==> src/rtl/imem_loader.sv <==
// Byte-stream loader for the 256x16 instruction memory: assembles big-endian words and writes them sequentially.
// Optional trailing XOR checksum enabled with `define IMEM_LOADER_CSUM_EN.
module imem_loader #(
  parameter int ADDR_W    = 8,
  parameter int BASE_ADDR = 0
) (
  input  logic              clk,
  input  logic              reset,
  input  logic              start,
  input  logic [7:0]        byte_in,
  input  logic              byte_valid,
  output logic              byte_ready,
  output logic              mem_we,
  output logic [ADDR_W-1:0] mem_addr,
  output logic [15:0]       mem_wdata,
  output logic              load_active,
  output logic              done,
  output logic              error
);

  localparam logic [ADDR_W-1:0] BASE = ADDR_W'(BASE_ADDR);

  typedef enum logic [2:0] {
    S_IDLE, S_COUNT, S_HI, S_LO, S_WRITE, S_CSUM, S_DONE, S_ERR
  } state_t;

  state_t            state_q, state_d;
  logic [ADDR_W-1:0] addr_q, addr_d;
  logic [ADDR_W:0]   rem_q, rem_d;
  logic [15:0]       word_q, word_d;
  logic              hs;
`ifdef IMEM_LOADER_CSUM_EN
  logic [7:0]        csum_q, csum_d;
`endif

  assign byte_ready = (state_q == S_COUNT) || (state_q == S_HI) ||
                      (state_q == S_LO)    || (state_q == S_CSUM);
  assign hs         = byte_valid & byte_ready;

  always_comb begin
    state_d = state_q;
    addr_d  = addr_q;
    rem_d   = rem_q;
    word_d  = word_q;
`ifdef IMEM_LOADER_CSUM_EN
    csum_d  = csum_q;
`endif
    case (state_q)
      S_IDLE, S_DONE, S_ERR: begin
        if (start) begin
          state_d = S_COUNT;
          addr_d  = BASE;
`ifdef IMEM_LOADER_CSUM_EN
          csum_d  = 8'h00;
`endif
        end
      end
      S_COUNT: begin
        if (hs) begin
          // A zero count byte means a full memory image.
          rem_d = (ADDR_W+1)'(byte_in);
          if (byte_in == 8'h00) begin
            rem_d         = '0;
            rem_d[ADDR_W] = 1'b1;
          end
          state_d = S_HI;
        end
      end
      S_HI: begin
        if (hs) begin
          word_d[15:8] = byte_in;
`ifdef IMEM_LOADER_CSUM_EN
          csum_d       = csum_q ^ byte_in;
`endif
          state_d      = S_LO;
        end
      end
      S_LO: begin
        if (hs) begin
          word_d[7:0] = byte_in;
`ifdef IMEM_LOADER_CSUM_EN
          csum_d      = csum_q ^ byte_in;
`endif
          state_d     = S_WRITE;
        end
      end
      S_WRITE: begin
        addr_d = addr_q + 1'b1;
        rem_d  = rem_q - 1'b1;
        if (rem_q != (ADDR_W+1)'(1)) begin
          state_d = S_HI;
        end else begin
`ifdef IMEM_LOADER_CSUM_EN
          state_d = S_CSUM;
`else
          state_d = S_DONE;
`endif
        end
      end
`ifdef IMEM_LOADER_CSUM_EN
      S_CSUM: begin
        if (hs) begin
          state_d = (byte_in == csum_q) ? S_DONE : S_ERR;
        end
      end
`endif
      default: state_d = S_IDLE;
    endcase
  end

  // Reset also discards any half-assembled word.
  always_ff @(posedge clk or negedge reset) begin
    if (!reset) begin
      state_q <= S_IDLE;
      addr_q  <= BASE;
      rem_q   <= '0;
      word_q  <= '0;
`ifdef IMEM_LOADER_CSUM_EN
      csum_q  <= 8'h00;
`endif
    end else begin
      state_q <= state_d;
      addr_q  <= addr_d;
      rem_q   <= rem_d;
      word_q  <= word_d;
`ifdef IMEM_LOADER_CSUM_EN
      csum_q  <= csum_d;
`endif
    end
  end

  assign mem_we      = (state_q == S_WRITE);
  assign mem_addr    = addr_q;
  assign mem_wdata   = word_q;
  assign load_active = (state_q == S_COUNT) || (state_q == S_HI) || (state_q == S_LO) ||
                       (state_q == S_WRITE) || (state_q == S_CSUM);
  assign done        = (state_q == S_DONE);
`ifdef IMEM_LOADER_CSUM_EN
  assign error       = (state_q == S_ERR);
`else
  assign error       = 1'b0;
`endif

endmodule

==> config.mk <==
export PLATFORM = sky130hd
export DESIGN_NAME = imem_loader
export DESIGN_NICKNAME = d
export VERILOG_FILES = /design/src/rtl/imem_loader.sv
export SDC_FILE = /design/constraint.sdc
export NUM_CORES = 1
export LEC_CHECK = 0
export CAP_MARGIN = 20
export CELL_PAD_IN_SITES_DETAIL_PLACEMENT = 1
export CELL_PAD_IN_SITES_GLOBAL_PLACEMENT = 1
export CORE_ASPECT_RATIO = 2
export CORE_MARGIN = 10
export CORE_UTILIZATION = 35
export DETAILED_ROUTE_END_ITERATION = 12
export PLACE_DENSITY_LB_ADDON = 0.1
export SLEW_MARGIN = 10
export SYNTH_ARGS = -nofsm -noshare
export SYNTH_HDL_FRONTEND = slang
export SYNTH_SLANG_ARGS = --single-unit
==> constraint.sdc <==
create_clock -name clk -period 1.65 [get_ports clk]
set_clock_uncertainty 0.1 [all_clocks]
set_input_delay 0.33 -clock clk [delete_from_list [all_inputs] [get_ports clk]]
set_output_delay 0.33 -clock clk [all_outputs]
set_load 0.005 [all_outputs]
==> impl_metrics.ini <==
[pwr]
power_mw = 4.797
ir_worst_vdd_uv = 1012
power_density_nw_per_um2 = 1684
p_leak_nw = 1.287

[sta]
slew_viol_final = 0
rsz0062_at_grt = true
setup_ws_ns = -0.08937
post-route-min-period_ns = 1.739
fin_crit_sh_pct = 105.4
fmax_ghz = 0.5749
finalHoldViolations = 0
setup_viol = 16

[outcome]
run_status = finished with violations
violations = setup timing

[yosys]
synth_xor_xnor_area_share_pct = 0.9695
synthFlopType = dfrtp_1
synth_compound_area_share_pct = 10.60
synth_area_um2 = 1807
ys_seq_elements = 36
synth-simple-area-share_pct = 19.32
synthMuxAreaShare_pct = 12.74
yosysWarningCount = 0
synth_edf_count = 0
async_reset_ff_share_pct = 100.0
syn_inst = 170
synth_top_family_by_area = simple AND/OR/NAND/NOR gates
seq_area_frac_synth_pct = 49.86
ys_types = 43
synth_nets = 185
synthAdderAreaFrac_pct = 2.078
synth.avg_cell_area_um2 = 10.63

[placed_design]
place.gp.congestion = 0.8574
dp_slack_ns = -0.2529
place_area_um2 = 2471
dp_cells = 291
portBuffers = 39
hpwl_um = 4450

[floorplanning]
initial_core_util_pct = 35.48
die_x_um = 70.81
die_area_um2 = 8611
num_io_pins = 41
rows = 37
coreArea_um2 = 5092
die_h_um = 121.6

[detailed_routing]
drt_wl_total_um = 6077
vias = 1694
drc = 0
first_pass_iters = 4
wl_per_cell_um = 19.11
viasPerCell = 5.327
drt-initial-drc-count = 53
ant_nets = 0

[critical_path]
setup.worst_path.start_class = flip-flop
rrSetupSlack_ns = -0.09
cp-end-kind = flip-flop
crit_fanout = 8
crit_type = flip-flop to flip-flop
cp.arrival_ns = 1.81
cp.required_ns = 1.72

[cells_and_area]
fin_util_pct = 55.92
finalNonFillerCells = 318
nets = 274
area_delta_synth_final_pct = 57.62
diodes = 0
postLayoutCellArea_um2 = 2848
final_layout_size_suffix_gt1_share_pct = 40.77

[global_route]
grt_pass1_wl_um = 9804
grt_max_degree = 37
groute.usage.overall_pct = 14.10
overflow = 0
grt_pass1_vias = 2025
antenna_found_initial = 0

[cts]
numCtsBuffers = 5
cts_tree = built
clk_path_buf_depth = 2
cts_root_buffer = clkbuf_8
clk_transition_reported_paths_ns = 0.07
htreeDepth = 2
insertion_delay_ns = 0.29
clock-sinks = 36

[flow_run]
max_cap_viol_count = 0

[hold_path]
hp-class = input port to async pin
## cell usage after synthesis (2+ instances only)
cell,instances,area share [%]
a211oi_1,3,1.2
a21oi_1,10,2.8
a311oi_1,2,0.97
and2_1,2,0.69
buf_2,4,1.1
buf_6,2,1.2
dfrtp_1,36,50
ha_1,3,2.1
inv_1,5,1.0
mux2_2,16,10
mux2i_1,5,2.8
nand2_1,11,2.3
nand2b_1,3,1.0
nand3_1,11,3.0
nand4_1,2,0.69
nor2_1,17,3.5
nor3_1,3,0.83
nor4_1,3,1.0
o21ai_0,6,1.7
o21ai_1,2,0.55
xnor2_1,2,0.97
## critical path, stage by stage (launching register included)
cell and delay [ns]:
dfrtp_1 0.40, or3b_4 0.43, buf_6 0.16, o311a_1 0.28, a311o_1 0.26
## what timing repair did
| action | 4_1_cts | 5_1_grt |
|---|---|---|
| setup endpoints to repair | 24 | 39 |
| gates cloned | 0 | 0 |
| hold buffers | 0 | 0 |
| buffers inserted | 12 | 7 |
| pin swaps | 7 | 11 |
| gates resized for setup | 40 | 17 |
## per-layer routing
layer	track usage (%)	up-vias	routed length, µm	share of wire (%)
met4	5.718	0	108	1.8
met2	29.08	40	3815	63
met3	3.987	9	301	5.0
met1	11.64	862	1852	30
li1	-	783	-	-
met5	0	-	0	0
## layout make-up
type	count	area (µm²)
fill	576	2245
tap	58	72.57
clock buffer	8	90.09
timing repair buffer	90	805.8
inverter	6	23.77
sequential	36	903.4
multi-input combinational	120	952.2
## flip-flops by register name, indices dropped and copies added, names as in the netlist
signal	count
rem_q	9
mem_addr	8
mem_wdata	16
state_q	3
## power by group
group,internal (mW),total (mW),switching [mW]
Combinational,1.53,2.65,1.11
Clock,0.341,0.648,0.308
Sequential,1.26,1.50,0.246
Total,3.13,4.80,1.67
## metrics by stage
stage,setup TNS (ns),hold WS (ns)
floorplan,-0.3131,-0.06559
global placement,-4.889,0.3612
detailed placement,-6.082,0.3736
CTS,-0.4369,0.3229
global route,-2.235,0.3390
finish,-0.4729,0.3140
## path summary, 6_finish.rpt
check / startpoint / endpoint / depth (start not counted)
worst min register to register: mem_addr[7] / mem_addr[7] / 1
min in group clk: mem_addr[7] / mem_addr[7] / 1
worst max-delay path: state_q[1] / rem_q[6] / 4
worst max register to register: state_q[1] / rem_q[6] / 4
worst min-delay path: reset / mem_addr[7] / 2
max in group asynchronous: reset / mem_addr[1] / 2
## layout by cell type, fill, tap and decap left out, types with 3 or more instances in the layout
| master | synthesis | layout |
|---|---|---|
| buf_4 | 1 | 41 |
| clkdlybuf4s50_1 | 0 | 35 |
| dfrtp_1 | 36 | 34 |
| nor2_1 | 17 | 14 |
| nand2_1 | 11 | 11 |
| buf_6 | 2 | 9 |
| mux2_4 | 0 | 8 |
| nand3_1 | 11 | 8 |
| mux2_2 | 16 | 8 |
| a21oi_1 | 10 | 7 |
| clkbuf_8 | 0 | 6 |
| inv_1 | 5 | 5 |
| mux2i_1 | 5 | 5 |
| nor2_2 | 1 | 4 |
| o21ai_1 | 2 | 4 |
| o21ai_0 | 6 | 4 |
| nand3_2 | 0 | 3 |
| nor4_1 | 3 | 3 |
| a21oi_2 | 0 | 3 |
| ha_1 | 3 | 3 |
| buf_2 | 4 | 3 |
## cells by family after synthesis
family          Yosys count
flops                    36
buf+inv                  14
other cells               1
compound gates           30
xor+xnor                  2
mux                      21
simple gates             63
fa+ha+maj                 3
Note: power is estimated with default switching activity, not from simulation.
